===== src/rtl/matmul_seq.sv =====
// matmul_seq: sequencer that computes C = A x B straight out of a shared
// single-port data RAM, using loop counters, one MAC and a small FSM.
// Ports: Clk/Rst (sync, active-high), start + dim_m/k/n + base_a/b/c
// operands, mem_* RAM master, busy/done handshake, sticky overflow.
module matmul_seq #(
  parameter int WIDTH  = 8,
  parameter int AWIDTH = 8,
  parameter int ACC_W  = 24,
  parameter int SAT    = 1
) (
  input  logic              Clk,
  input  logic              Rst,
  input  logic              start,
  input  logic [AWIDTH-1:0] dim_m,
  input  logic [AWIDTH-1:0] dim_k,
  input  logic [AWIDTH-1:0] dim_n,
  input  logic [AWIDTH-1:0] base_a,
  input  logic [AWIDTH-1:0] base_b,
  input  logic [AWIDTH-1:0] base_c,
  input  logic [WIDTH-1:0]  mem_rdata,
  output logic [AWIDTH-1:0] mem_addr,
  output logic              mem_rd,
  output logic              mem_wr,
  output logic [WIDTH-1:0]  mem_wdata,
  output logic              busy,
  output logic              done,
  output logic              overflow
);

  typedef enum logic [2:0] {
    S_IDLE, S_RDA, S_RDB, S_MAC, S_WR, S_DONE
  } state_t;

  state_t            state_q, state_d;
  logic [AWIDTH-1:0] i_q, i_d, j_q, j_d, k_q, k_d;
  logic [AWIDTH-1:0] dm_q, dm_d, dk_q, dk_d, dn_q, dn_d;
  logic [AWIDTH-1:0] ba_q, ba_d, bb_q, bb_d, bc_q, bc_d;
  logic [ACC_W-1:0]  acc_q, acc_d;
  logic [WIDTH-1:0]  a_reg_q, a_reg_d;
  logic              ovf_q, ovf_d;

  logic [AWIDTH-1:0] addr_a, addr_b, addr_c;
  logic [ACC_W-1:0]  prod;
  logic              too_big;
  logic              last_k, last_i, last_j;

  // Address arithmetic wraps at AWIDTH bits by construction.
  assign addr_a = ba_q + i_q * dk_q + k_q;
  assign addr_b = bb_q + k_q * dn_q + j_q;
  assign addr_c = bc_q + i_q * dn_q + j_q;

  assign prod    = ACC_W'(a_reg_q) * ACC_W'(mem_rdata);
  assign too_big = |acc_q[ACC_W-1:WIDTH];
  assign last_k  = (k_q == dk_q - AWIDTH'(1));
  assign last_i  = (i_q == dm_q - AWIDTH'(1));
  assign last_j  = (j_q == dn_q - AWIDTH'(1));

  always_ff @(posedge Clk) begin
    if (Rst) begin
      state_q <= S_IDLE;
      i_q     <= '0;
      j_q     <= '0;
      k_q     <= '0;
      dm_q    <= '0;
      dk_q    <= '0;
      dn_q    <= '0;
      ba_q    <= '0;
      bb_q    <= '0;
      bc_q    <= '0;
      acc_q   <= '0;
      a_reg_q <= '0;
      ovf_q   <= 1'b0;
    end else begin
      state_q <= state_d;
      i_q     <= i_d;
      j_q     <= j_d;
      k_q     <= k_d;
      dm_q    <= dm_d;
      dk_q    <= dk_d;
      dn_q    <= dn_d;
      ba_q    <= ba_d;
      bb_q    <= bb_d;
      bc_q    <= bc_d;
      acc_q   <= acc_d;
      a_reg_q <= a_reg_d;
      ovf_q   <= ovf_d;
    end
  end

  always_comb begin
    state_d = state_q;
    i_d     = i_q;
    j_d     = j_q;
    k_d     = k_q;
    dm_d    = dm_q;
    dk_d    = dk_q;
    dn_d    = dn_q;
    ba_d    = ba_q;
    bb_d    = bb_q;
    bc_d    = bc_q;
    acc_d   = acc_q;
    a_reg_d = a_reg_q;
    ovf_d   = ovf_q;
    unique case (state_q)
      S_IDLE: begin
        if (start) begin
          dm_d  = dim_m;
          dk_d  = dim_k;
          dn_d  = dim_n;
          ba_d  = base_a;
          bb_d  = base_b;
          bc_d  = base_c;
          acc_d = '0;
          i_d   = '0;
          j_d   = '0;
          k_d   = '0;
          ovf_d = 1'b0;
          if (dim_m == '0 || dim_k == '0 || dim_n == '0)
            state_d = S_DONE;
          else
            state_d = S_RDA;
        end
      end
      S_RDA: state_d = S_RDB;
      S_RDB: begin
        a_reg_d = mem_rdata;
        state_d = S_MAC;
      end
      S_MAC: begin
        acc_d = acc_q + prod;
        if (last_k) begin
          state_d = S_WR;
        end else begin
          k_d     = k_q + AWIDTH'(1);
          state_d = S_RDA;
        end
      end
      S_WR: begin
        if (too_big) ovf_d = 1'b1;
        acc_d = '0;
        k_d   = '0;
        if (last_i && last_j) begin
          state_d = S_DONE;
        end else if (last_j) begin
          j_d     = '0;
          i_d     = i_q + AWIDTH'(1);
          state_d = S_RDA;
        end else begin
          j_d     = j_q + AWIDTH'(1);
          state_d = S_RDA;
        end
      end
      S_DONE: state_d = S_IDLE;
      default: state_d = S_IDLE;
    endcase
  end

  always_comb begin
    mem_addr  = '0;
    mem_rd    = 1'b0;
    mem_wr    = 1'b0;
    mem_wdata = '0;
    busy      = 1'b0;
    done      = 1'b0;
    unique case (state_q)
      S_IDLE: ;
      S_RDA: begin
        busy     = 1'b1;
        mem_rd   = 1'b1;
        mem_addr = addr_a;
      end
      S_RDB: begin
        busy     = 1'b1;
        mem_rd   = 1'b1;
        mem_addr = addr_b;
      end
      S_MAC: busy = 1'b1;
      S_WR: begin
        busy     = 1'b1;
        mem_wr   = 1'b1;
        mem_addr = addr_c;
        if (too_big && SAT != 0)
          mem_wdata = '1;
        else
          mem_wdata = acc_q[WIDTH-1:0];
      end
      S_DONE: done = 1'b1;
      default: ;
    endcase
  end

  assign overflow = ovf_q;

endmodule


===== config.mk =====
export PLATFORM = sky130hd
export DESIGN_NAME = matmul_seq
export DESIGN_NICKNAME = d
export VERILOG_FILES = /design/src/rtl/matmul_seq.sv
export SDC_FILE = /design/constraint.sdc
export NUM_CORES = 1
export LEC_CHECK = 0
export CELL_PAD_IN_SITES_DETAIL_PLACEMENT = 0
export CELL_PAD_IN_SITES_GLOBAL_PLACEMENT = 1
export CORE_MARGIN = 2
export CORE_UTILIZATION = 46
export CTS_CLUSTER_DIAMETER = 120
export CTS_CLUSTER_SIZE = 8
export DETAILED_ROUTE_END_ITERATION = 10
export PLACE_DENSITY = 0.86
export SLEW_MARGIN = 10
export SYNTH_ARGS = -nofsm -noshare
export SYNTH_HDL_FRONTEND = slang
export SYNTH_SLANG_ARGS = --single-unit

===== constraint.sdc =====
create_clock -name Clk -period 8.7 [get_ports Clk]
set_input_delay 2.61 -clock Clk [delete_from_list [all_inputs] [get_ports Clk]]
set_output_delay 2.61 -clock Clk [all_outputs]
set_load 0.1 [all_outputs]

Word level (Yosys, flattened, before mapping)
Index checks and enable logic that the tools add are counted.
{ "op_classes": {"n_addsub": 13, "mul": 4, "n_eq_ne": 13, "mux": 26, "reduce_logical": 18} }
{ "op_table": {"columns": ["operator", "count"], "rows": [
  ["$pmux W24 S3", 1],
  ["$mux W8", 8],
  ["$add A8 B8 Y8", 6],
  ["$pmux W8 S3", 2],
  ["$pmux W8 S2", 2],
  ["$add A24 B16 Y24", 1],
  ["$add A8 B1 Y8 const B", 3],
  ["$eq A8 B8 Y1", 3],
  ["$logic_not A8 Y1", 3],
  ["$mul A8 B8 Y8", 3],
  ["$mux W24", 1],
  ["$sub A8 B1 Y8 const B", 3],
  ["$mul A8 B8 Y16", 1],
  ["$reduce_or A16 Y1", 1],
  ["$pmux W3 S5", 1],
  ["$mux W3", 4],
  ["$ne A2 B2 Y1 const B", 5],
  ["$reduce_and A3 Y1", 3],
  ["$eq A3 B2 Y1 const B", 2],
  ["$eq A3 B3 Y1 const B", 2],
  ["$mux W1", 6],
  ["$reduce_and A2 Y1", 2],
  ["$reduce_and A4 Y1", 1],
  ["$reduce_or A4 Y1", 1],
  ["other kinds (8)", 9]
]} }
{ "totals": {"ff_bits": 108, "input_bits": 59, "output_inout_bits": 21, "wordCells": 87} }

Logic depth before layout (Yosys ltp)
Gate-level depths: netlist of the first run.
{ "logic_depth": {"depth_word": 6, "depth_mapped": 19} }

Worst setup path before layout of the first run
Ideal clock, no wire load.
{ "synth_timing": {"kind": "reg-to-output", "from": "register dn_q[0]", "to": "output mem_addr[7]", "arrival_time_ns": 6.189, "slack_ns": -0.099, "path_stages_with_launch": 18, "n_path_buf": 2, "path_cell_list": "dfxtp_1 -> clkbuf_1 -> buf_1 -> nand2_1 -> fa_1 -> inv_1 -> fa_1 -> ha_1 -> fa_1 -> inv_1 -> fa_1 -> inv_1 -> ha_1 -> a21oi_1 -> o21bai_1 -> a21oi_1 -> xnor2_1 -> o21ai_0"} }
{ "synth_via": {"elab_chain_cells": 4, "word_cells_on_any_way": 7, "cone_classes": "4 x add/sub; 2 x mul; 1 x mux"} }
{ "synth_lines": {"columns": ["element", "line", "rtl"], "rows": [
  ["start, declared", "36", "logic [AWIDTH-1:0] dm_q, dm_d, dk_q, dk_d, dn_q, dn_d;"],
  ["start signal, assigned", "80", "dn_q <= dn_d;"],
  ["$mul A8 B8 Y8, on equally long branches", "50, 49", null],
  ["$add A8 B8 Y8, on equally long branches (2 in a row)", "50, 49", null],
  ["$pmux W8 S3 (*)", "165", "unique case (state_q)"],
  ["end, declared", "21", "output logic [AWIDTH-1:0] mem_addr,"]
]} }
Every way passes the cells marked *; elsewhere a longest branch is shown, timed or not.

Final worst setup path of the first run
Same ends and word-level chain as after synthesis.

==> impl_results.md, run 1 <==
* Core footprint at 0.02518 mm^2
* Final ANT Viol Nets at 0
* Pwr/cell area at 109.7 mW/mm^2
* DRT Pass-1 Iters at 5
* Post-CTS sizing at 0
* Synth Area in Simple Gates at 20.20%
* Post-synthesis adder-cell area fraction at 31.71%
* PortBufs at 79
* Clk_lat worst skew at 370 ps
* Slew margin rel. at 30.50%
* Io pins at 80
* Post-Layout Inst Area at 0.01310 mm^2
* Hold buffers post-CTS at 0
* Yosys top cell by area: fa_1
* Post-Synth XOR/XNOR Area at 8.262%
* Die Y at 164.0 um
* Arrival @ worst endpoint at 5510 ps
* Comb pwr share at 30.4%
* Fin crit share at 93.32%
* Mapped cell area at 0.01178 mm^2
* Initial antenna violation count at 0
* Critical setup path kind: reg2out
* Largest net degree at the start of global routing at 80
* First-pass GRT wire length at 48410 um
* R2r setup slk at 3500 ps
* Area Overhead vs Synth at 11.16%
* Share of layout cells above drive strength 1 at 3.189%
* Ys Warns at 0
* Unrepaired setup endpoints after global routing: no
* Initial cell density of the core at 46.79%
* Sw Share at 37.81%
* Synth Net Count at 1755
* Tightest Pin Transition at 1039 ps
* Static Leak at 5.893 nW
* Min-Delay Path Class: reg2reg
* Sequential area share after synthesis at 18.35%
* Synth Register Bits at 108
* Synth top area share at 19.71%
* Clock transition at path regs at 80 ps
* Biggest register: acc_q
* Clock network fraction of total power at 29.6%
* Post-detail-place hpwl at 22360 um
* Mux share of post-synthesis cell area at 0.1911%
* Max Slew Vio Count at 0
* Max VDD drop at 93.22 uV
* Sequential share of power at 40.0%
* Vias at 9655
* Final WL at 28520 um
* Fin. Hold Viols at 0
* Num CTS Buffers at 9
* Postcts setup bufs at 0
* Setup violations, final at 0
* Top post-synthesis cells by area: fa_1, dfxtp_1, ha_1, nand2_1, inv_1
* Post-synth top cells: nand2_1, inv_1, fa_1, ha_1, dfxtp_1
* Number of synthesized flops with an enable pin at 0
* DIE AREA at 0.02691 mm^2
* Nets at 1788
* FMAX at 123.2 MHz
* Post-DP Area at 0.01279 mm^2
* Crit Path Max Fanout at 20
* H-tree Lvls at 3
* 1st-iter DRT viols at 658
* Startpoint Class: flip-flop
* Main combinational cell family by area after synthesis: adder cells
* Tot GR Track Use at 22.57%
* Aggregate global routing overflow at 0
* Max Cap Violations at 0
* Avg Inst Size Synth at 8.032 um^2
* Most frequent cell after synthesis: nand2_1
* Antenna cells at 0
* Library cells used by synthesis at 63
* P_sw at 0.5433 mW
* CP required at 6090 ps
* Most used DFF post-synth: dfxtp_1
* Clock skew at 11.70 ps
* Setup TNS at 0 ps
* Via density at 5.262
* Int Pwr at 0.8938 mW
* GPL Wtd Cong at 0.8680
* Tmin final at 8118 ps
* CTS Sinks at 108
* Die W at 164.0 um
* Synth Area in Compound Gates at 11.79%
* Residual DRC count at 0
* Max Root-Sink Buffers at 2
* Filler cells at 2450
* Crit. End Element: output pin
* CTS tree: done
* Row count at 58
* Post-Syn Instances at 1467
* Vias in the first global route at 9666
* Max reg flops at 24
* Root Driver: clkbuf_16
* Status: finished clean
* FFs w/ async S/R, synth at 0%
* DR WL/cell at 15.54 um
-- critical path: stages, from the launching register on --
cell      delay [ps]
dfxtp_1          780
nand2_1          170
fa_1             540
inv_1             50
fa_1             460
ha_1             310
fa_1             480
inv_1             50
fa_1             470
inv_1             40
ha_1             290
o21a_1           190
o31a_1           110
o21ai_0          150
nand2b_1          70
xnor3_1          340
a22oi_1          220
o21ai_1          140
buf_4            270
-- path summary, 6_finish.rpt --
path,start,end,depth (start not counted)
worst max-delay path,dn_q[0],mem_addr[7],18
worst min-delay path,ba_q[5],ba_q[5],2
worst max register to register,a_reg_q[0],acc_q[17],16
worst min register to register,ba_q[5],ba_q[5],2
-- cell usage in the layout (no fill, tap or decap), types with 8 or more instances in the layout --
cell,instances
buf_4,17
nor4_1,14
and3_1,10
fa_1,116
xnor2_1,75
nor2_1,66
nand3_1,19
inv_1,224
a21o_1,9
clkdlybuf4s50_1,73
a211oi_1,8
and2_1,65
a21oi_1,95
clkbuf_16,9
nand2_1,259
nand4_1,10
nor3_1,15
dfxtp_1,108
ha_1,113
a22oi_1,21
or3_1,12
xor2_1,31
o21bai_1,8
o21ai_0,28
nand2b_1,9
-- layout make-up --
| class | instances | area (um^2) | share of cell area, % |
|---|---|---|---|
| Clock buffer | 9 | 225.2 | 1.720 |
| Clock inverter | 7 | 80.08 | 0.6114 |
| Inverter | 225 | 844.6 | 6.448 |
| Multi-Input combinational cell | 1065 | 8509 | 64.97 |
| Sequential cell | 108 | 2162 | 16.51 |
| Tap cell | 330 | 412.9 | 3.152 |
| Timing Repair Buffer | 91 | 863.3 | 6.591 |
-- layer usage --
layer	share of wire (%)	GRT usage (%)	vias to the layer above	wire length, um
li1	-	-	4775	-
met1	49	32.13	4610	13890
met2	45	36.99	242	12860
met3	5.1	3.131	28	1453
met4	1.1	4.027	0	319
met5	0	0	-	0
-- cells by family after synthesis --
group | Yosys count
AO/OA/AOI/OAI | 217
XOR/XNOR | 108
adder cells (fa/ha/maj) | 229
buffers and inverters | 294
flip-flops | 108
multiplexers | 2
AND/OR/NAND/NOR | 509
-- power by group through the flow --
| stage | clock network (mW) | registers (mW) | logic (mW) |
|---|---|---|---|
| floorplan | 0 | 0.550 | 0.339 |
| global placement | 0 | 0.586 | 0.430 |
| detailed placement | 0 | 0.587 | 0.437 |
| CTS | 0.436 | 0.575 | 0.439 |
| global route | 0.456 | 0.582 | 0.491 |
| finish | 0.426 | 0.575 | 0.437 |
-- stage by stage --
| stage | hold WS, ps | worst slack, ps | utilization, % | instances | total power, mW |
|---|---|---|---|---|---|
| floorplan | 436.3 | 145.8 | - | 1467 | 0.8898 |
| global placement | 445.1 | 977.5 | 50.80 | 1819 | 1.016 |
| detailed placement | 449.4 | 846.2 | 50.80 | 1819 | 1.024 |
| CTS | 461.1 | 580.6 | 52.01 | 1835 | 1.451 |
| global route | 476.9 | 246.7 | 52.01 | 1835 | 1.529 |
| finish | 457.8 | 581.5 | 52.01 | 1835 | 1.437 |
(Power assumes the default switching activity.)
==> run 2: changes to the inputs <==
--- a/config.mk
+++ b/config.mk
@@ -12,6 +12,7 @@
 export CTS_CLUSTER_DIAMETER = 120
 export CTS_CLUSTER_SIZE = 8
 export DETAILED_ROUTE_END_ITERATION = 10
+export GPL_TIMING_DRIVEN = 0
 export PLACE_DENSITY = 0.86
 export SLEW_MARGIN = 10
 export SYNTH_ARGS = -nofsm -noshare
==> impl_results.md, run 2 (same netlist as run 1, synthesis figures left out) <==
* Clock skew at 16.85 ps (was 11.70 ps)
* GPL Wtd Cong at 0.9105 (was 0.8680)
* Residual DRC count at 0 (unchanged)
* Io pins at 80 (unchanged)
* Final ANT Viol Nets at 0 (unchanged)
* Slew margin rel. at 34.10% (was 30.50%)
* Hold-critical path depth at 2 (unchanged)
* Unrepaired setup endpoints after global routing: no (unchanged)
* DIE AREA at 0.02691 mm^2 (unchanged)
* Max reg flops at 24 (unchanged)
* R2r setup slk at 3450 ps (was 3500 ps)
* Slowest CP cell: fa_1 (was dfxtp_1)
* Final WL at 31400 um (was 28520 um)
* CP required at 6090 ps (about the same)
* Most frequent cells in the layout: nand2_1, inv_1, fa_1 (unchanged)
* FMAX at 118.3 MHz (was 123.2 MHz)
* Hold Crit Start: bb_q[4] (was ba_q[5])
* Largest net degree at the start of global routing at 19 (was 80)
* PnR worst setup slack at 247.7 ps (was 581.5 ps)
* H-tree Lvls at 3 (unchanged)
* Most common cell on crit path: fa_1 (unchanged)
* Biggest register: acc_q (unchanged)
* Tot GR Track Use at 24.61% (was 22.57%)
* Die Y at 164.0 um (unchanged)
* Clock transition at path regs at 90 ps (was 80 ps)
* R2r worst-path depth at 17 (was 16)
* CTS Sinks at 108 (unchanged)
* Num CTS Buffers at 9 (unchanged)
* Status: finished clean (unchanged)
* PortBufs at 76 (was 79)
* Final Core Density at 52.74% (was 52.01%)
* Nets at 1840 (was 1788)
* Vias in the first global route at 9822 (was 9666)
* Max Slew Vio Count at 0 (unchanged)
* Root Driver: clkbuf_16 (unchanged)
* Setup violations, final at 0 (unchanged)
* Postcts setup bufs at 0 (unchanged)
* Fin. Hold Viols at 0 (unchanged)
* Fin crit share at 97.15% (was 93.32%)
* Antenna cells at 0 (unchanged)
* Storage element area at 0.002166 mm^2 (was 0.002162 mm^2)
* DRT Pass-1 Iters at 5 (unchanged)
* Max Root-Sink Buffers at 2 (unchanged)
* Vias at 10015 (was 9655)
* Hold endpoint: bb_q[4] (was ba_q[5])
* Max VDD drop at 99.28 uV (was 93.22 uV)
* Share of layout cells above drive strength 1 at 3.211% (was 3.189%)
* Aggregate global routing overflow at 0 (unchanged)
* DR WL/cell at 16.64 um (was 15.54 um)
* Critical Path Start: dn_q[0] (unchanged)
* 1st-iter DRT viols at 716 (was 658)
* Max incr delay on CP at 510 ps (was 780 ps)
* Static Leak at 5.968 nW (was 5.893 nW)
* Area Overhead vs Synth at 12.72% (was 11.16%)
* Commonest non-fill, non-tap cell in the layout: nand2_1 (unchanged)
* Min-Delay Path Class: reg2reg (unchanged)
* Clk_lat worst skew at 380 ps (was 370 ps)
* Post-detail-place hpwl at 25130 um (was 22360 um)
* Initial antenna violation count at 0 (unchanged)
* Tmin final at 8452 ps (was 8118 ps)
* RR Endpoint: acc_q[17] (unchanged)
* Max Cap Violations at 0 (unchanged)
* Critical R2R Launch: a_reg_q[4] (was a_reg_q[0])
* Worst slack at placement at -631.5 ps (was 846.2 ps)
* Core footprint at 0.02518 mm^2 (unchanged)
* Via density at 5.307 (was 5.262)
* Filler cells at 2470 (was 2450)
* Tightest Pin Transition at 985.4 ps (was 1039 ps)
* CTS tree: done (unchanged)
* Crit Path Max Fanout at 10 (was 20)
* Area occupied by multi-input gates at 0.008506 mm^2 (was 0.008509 mm^2)
* Crit. End Element: output pin (unchanged)
* Startpoint Class: flip-flop (unchanged)
* First-pass GRT wire length at 51360 um (was 48410 um)
* Die W at 164.0 um (unchanged)
* Critical setup path kind: reg2out (unchanged)
* Row count at 58 (unchanged)
* Initial cell density of the core at 46.79% (unchanged)
* Arrival @ worst endpoint at 5840 ps (was 5510 ps)
* Crit-path cells: clkbuf_1, clkbuf_2, nand2_1, fa_1, inv_1, fa_1, ha_1, fa_1, inv_1, fa_1, inv_1, ha_1, o21a_1, o31a_1, o21ai_0, nand2b_1, xnor3_1, a22oi_1, o21ai_1, clkbuf_4 (was nand2_1, fa_1, inv_1, fa_1, ha_1, fa_1, inv_1, fa_1, inv_1, ha_1, o21a_1, o31a_1, o21ai_0, nand2b_1, xnor3_1, a22oi_1, o21ai_1, buf_4)
* Pwr/cell area at 112.4 mW/mm^2 (was 109.7 mW/mm^2)
* Hold buffers post-CTS at 0 (unchanged)
[run 2: metrics by stage]
step / hold WS [ps] / setup TNS, ps / instance area [um^2] / total power [mW] / cells
after floorplan: 436.3 / 0 / 11780 / 0.8898 / 1467
after global placement: 443.2 / -646.0 / 12960 / 1.035 / 1873
after detailed placement: 450.6 / -739.6 / 12960 / 1.045 / 1873
after CTS: 463.2 / 0 / 13270 / 1.493 / 1889
after global routing: 474.3 / 0 / 13280 / 1.573 / 1887
final: 459.0 / 0 / 13280 / 1.492 / 1887
[run 2: critical path, delay by kind of cell, from the launching register on]
| family | cells | cell delay, ps |
|---|---|---|
| flops | 1 | 330 |
| simple gates | 2 | 220 |
| buf+inv | 6 | 1200 |
| compound gates | 5 | 820 |
| fa+ha+maj | 6 | 2520 |
| xor+xnor | 1 | 370 |
[run 2: cell type report]
class / count / area share [%]
Buffer: 67 / 2.186
Clock buffer: 10 / 1.799
Clock inverter: 6 / 0.5464
Inverter: 225 / 6.359
Multi-Input combinational cell: 1065 / 64.04
Sequential cell: 108 / 16.31
Tap cell: 330 / 3.109
Timing Repair Buffer: 76 / 5.652
[run 2: layer usage]
metal	GRT usage, %	vias up	routed length, um	share of wire [%]
li1	-	4881	-	-
met1	35.23	4833	15250	49
met2	39.13	266	13940	44
met3	3.737	35	1695	5.4
met4	5.861	0	521	1.7
met5	0	-	0	0
[run 2: how the worst max path moves through the flow]
| stage | end | slack [ps] | depth (start not counted) |
|---|---|---|---|
| after floorplan | mem_addr[5] | 150 | 15 |
| after global placement | mem_addr[7] | -590 | 20 |
| after detailed placement | mem_addr[7] | -630 | 20 |
| after CTS | mem_addr[5] | 10 | 18 |
| after global routing | mem_addr[7] | 10 | 19 |
| final | mem_addr[7] | 250 | 20 |
[run 2: power breakdown]
group          leakage, nW  total [mW]  switching (mW)  internal [mW]
combinational         4.93       0.486           0.316          0.171
clock                0.155       0.456           0.221          0.235
sequential           0.879       0.550          0.0285          0.521
total                 5.97        1.49           0.565          0.927
[run 2: timing repair]
action                                  4_1_cts  5_1_grt
gates resized for setup                      14       24
endpoints found under the setup margin        4        4
endpoints found under the hold margin         0        0
==> run 3: changes to the inputs <==
--- a/config.mk
+++ b/config.mk
@@ -7,13 +7,13 @@
 export LEC_CHECK = 0
 export CELL_PAD_IN_SITES_DETAIL_PLACEMENT = 0
 export CELL_PAD_IN_SITES_GLOBAL_PLACEMENT = 1
-export CORE_MARGIN = 2
-export CORE_UTILIZATION = 46
+export CORE_ASPECT_RATIO = 1.25
+export CORE_UTILIZATION = 45
 export CTS_CLUSTER_DIAMETER = 120
 export CTS_CLUSTER_SIZE = 8
 export DETAILED_ROUTE_END_ITERATION = 10
 export GPL_TIMING_DRIVEN = 0
-export PLACE_DENSITY = 0.86
+export PLACE_DENSITY = 0.85
 export SLEW_MARGIN = 10
 export SYNTH_ARGS = -nofsm -noshare
 export SYNTH_HDL_FRONTEND = slang
==> impl_results.md, run 3 (same netlist as run 1, synthesis figures left out) <==
* FMAX at 119.1 MHz (was 118.3 MHz)
* Io pins at 80 (unchanged)
* Fin crit share at 96.48% (was 97.15%)
* Core footprint at 0.02546 mm^2 (was 0.02518 mm^2)
* PortBufs at 76 (unchanged)
* CP required at 6090 ps (about the same)
* Setup violations, final at 0 (unchanged)
* P_sw at 0.5591 mW (was 0.5650 mW)
* Crit Path Max Fanout at 9 (was 10)
* Max reg flops at 24 (unchanged)
* Num CTS Buffers at 9 (unchanged)
* Row count at 65 (was 58)
* Initial cell density of the core at 46.29% (was 46.79%)
* Root Driver: clkbuf_16 (unchanged)
* Vias at 10034 (was 10015)
* Critical setup path kind: reg2out (unchanged)
* Via density at 5.301 (was 5.307)
* DRT Pass-1 Iters at 5 (unchanged)
* Most frequent cells in the layout: nand2_1, inv_1, fa_1 (unchanged)
* Post-Layout Inst Area at 0.01324 mm^2 (was 0.01328 mm^2)
* Postcts setup bufs at 0 (unchanged)
* Int Pwr at 0.8926 mW (was 0.9275 mW)
* Sw Share at 38.51% (was 37.85%)
* Tmin final at 8394 ps (was 8452 ps)
* Tightest Pin Transition at 1200 ps (was 985.4 ps)
* Max Cap Violations at 0 (unchanged)
* Largest net degree at the start of global routing at 20 (was 19)
* Post-DP Area at 0.01297 mm^2 (was 0.01296 mm^2)
* Comb pwr share at 33.6% (was 32.6%)
* DIE AREA at 0.02684 mm^2 (was 0.02691 mm^2)
* Share of layout cells above drive strength 1 at 2.567% (was 3.211%)
* H-tree Lvls at 3 (unchanged)
* Setup TNS at 0 ps (unchanged)
* 1st-iter DRT viols at 688 (was 716)
* Die W at 146.7 um (was 164.0 um)
* Tot GR Track Use at 25.72% (was 24.61%)
* Biggest register: acc_q (unchanged)
* Startpoint Class: flip-flop (unchanged)
* Final ANT Viol Nets at 0 (unchanged)
* Clk_lat worst skew at 370 ps (was 380 ps)
* Max incr delay on CP at 590 ps (was 510 ps)
* Vias in the first global route at 10312 (was 9822)
* Pwr/cell area at 109.7 mW/mm^2 (was 112.4 mW/mm^2)
* Area Overhead vs Synth at 12.34% (was 12.72%)
* Filler cells at 2489 (was 2470)
* Commonest non-fill, non-tap cell in the layout: nand2_1 (unchanged)
* Clock transition at path regs at 80 ps (was 90 ps)
* Power, Total at 1.452 mW (was 1.492 mW)
* Unrepaired setup endpoints after global routing: no (unchanged)
* Die Y at 182.9 um (was 164.0 um)
* Post-detail-place hpwl at 26250 um (was 25130 um)
* Crit. End Element: output pin (unchanged)
* Aggregate global routing overflow at 0 (unchanged)
* Max Slew Vio Count at 0 (unchanged)
* Arrival @ worst endpoint at 5780 ps (was 5840 ps)
* Nets at 1841 (was 1840)
* Min-Delay Path Class: reg2reg (unchanged)
* CTS Sinks at 108 (unchanged)
* CTS tree: done (unchanged)
* Residual DRC count at 0 (unchanged)
* Status: finished clean (unchanged)
* Clock network fraction of total power at 28.5% (was 30.6%)
* First-pass GRT wire length at 53810 um (was 51360 um)
* Crit-path cells: clkbuf_1, inv_1, fa_1, inv_1, fa_1, ha_1, fa_1, inv_1, fa_1, inv_1, ha_1, o21ai_0, a21oi_1, o21ai_0, nand2b_1, xnor3_1, a22oi_1, o21ai_1, clkbuf_4 (was clkbuf_1, clkbuf_2, nand2_1, fa_1, inv_1, fa_1, ha_1, fa_1, inv_1, fa_1, inv_1, ha_1, o21a_1, o31a_1, o21ai_0, nand2b_1, xnor3_1, a22oi_1, o21ai_1, clkbuf_4)
* Final Non-Filler Cells at 1893 (was 1887)
* Max VDD drop at 82.47 uV (was 99.28 uV)
* Cells after DPL at 1878 (was 1873)
* Antenna cells at 0 (unchanged)
* Slew margin rel. at 19.78% (was 34.10%)
* WP buf/inv at 6 (unchanged)
* Final WL at 32540 um (was 31400 um)
* GPL Wtd Cong at 0.8742 (was 0.9105)
* Sequential share of power at 37.9% (was 36.8%)
* Clock skew at 11.48 ps (was 16.85 ps)
* Slowest CP cell: fa_1 (unchanged)
* Fin. Hold Viols at 0 (unchanged)
* Static Leak at 5.923 nW (was 5.968 nW)
* DR WL/cell at 17.19 um (was 16.64 um)
* CP delay by family, top: adder cells (unchanged)
* Initial antenna violation count at 0 (unchanged)
* Max Root-Sink Buffers at 2 (unchanged)
-- run 3: path summary, 6_finish.rpt --
check	startpoint	to	slack (ps)	depth (start not counted)
min	ba_q[6]	ba_q[6]	460	2
max	k_q[4]	mem_addr[7]	310	19
min reg2reg	ba_q[6]	ba_q[6]	460	2
max reg2reg	a_reg_q[5]	acc_q[17]	3410	17
-- run 3: cell type report --
type	instances	area, um^2	area share, %
clock buffers	11	232.7	1.758
multi-input cells	1065	8506	64.26
repair buffers	76	750.7	5.672
well taps	335	419.2	3.167
inverters	225	844.6	6.381
plain buffers	68	277.8	2.099
flip-flops and latches	108	2162	16.33
clock inverters	5	43.79	0.3308
-- run 3: through the flow --
stage	hold WS (ps)	setup WS [ps]	util, %
after global placement	442.2	-452.3	50.92
after floorplan	436.3	145.8	-
final	456.2	306.0	52.00
after CTS	457.6	1.036	52.02
after global routing	488.3	60.49	52.00
after detailed placement	447.0	-438.3	50.94
-- run 3: layer usage --
layer  GRT usage, %  part of all wire (%)  vias to the layer above
met2          44.70                    49                      266
met4          10.92                   3.9                        0
li1               -                     -                     4895
met5              0                     0                        -
met1          32.16                    43                     4797
met3          2.935                   4.6                       76
-- run 3: what timing repair did --
| item | 4_1_cts | 5_1_grt |
|---|---|---|
| hold buffers | 0 | 0 |
| endpoints found under the setup margin | 4 | 4 |
| gates resized for setup | 9 | 11 |
-- run 3: worst min-delay path, cell delays in order (launching register included) --
cell,delay [ps]
dfxtp_1,310
nand2_1,50
a21oi_1,50
-- run 3: power groups by stage --
stage	logic [mW]	registers (mW)	clock network [mW]
finish	0.488	0.550	0.414
global placement	0.479	0.560	0
detailed placement	0.485	0.561	0
floorplan	0.339	0.550	0
global route	0.543	0.554	0.440
CTS	0.489	0.550	0.420
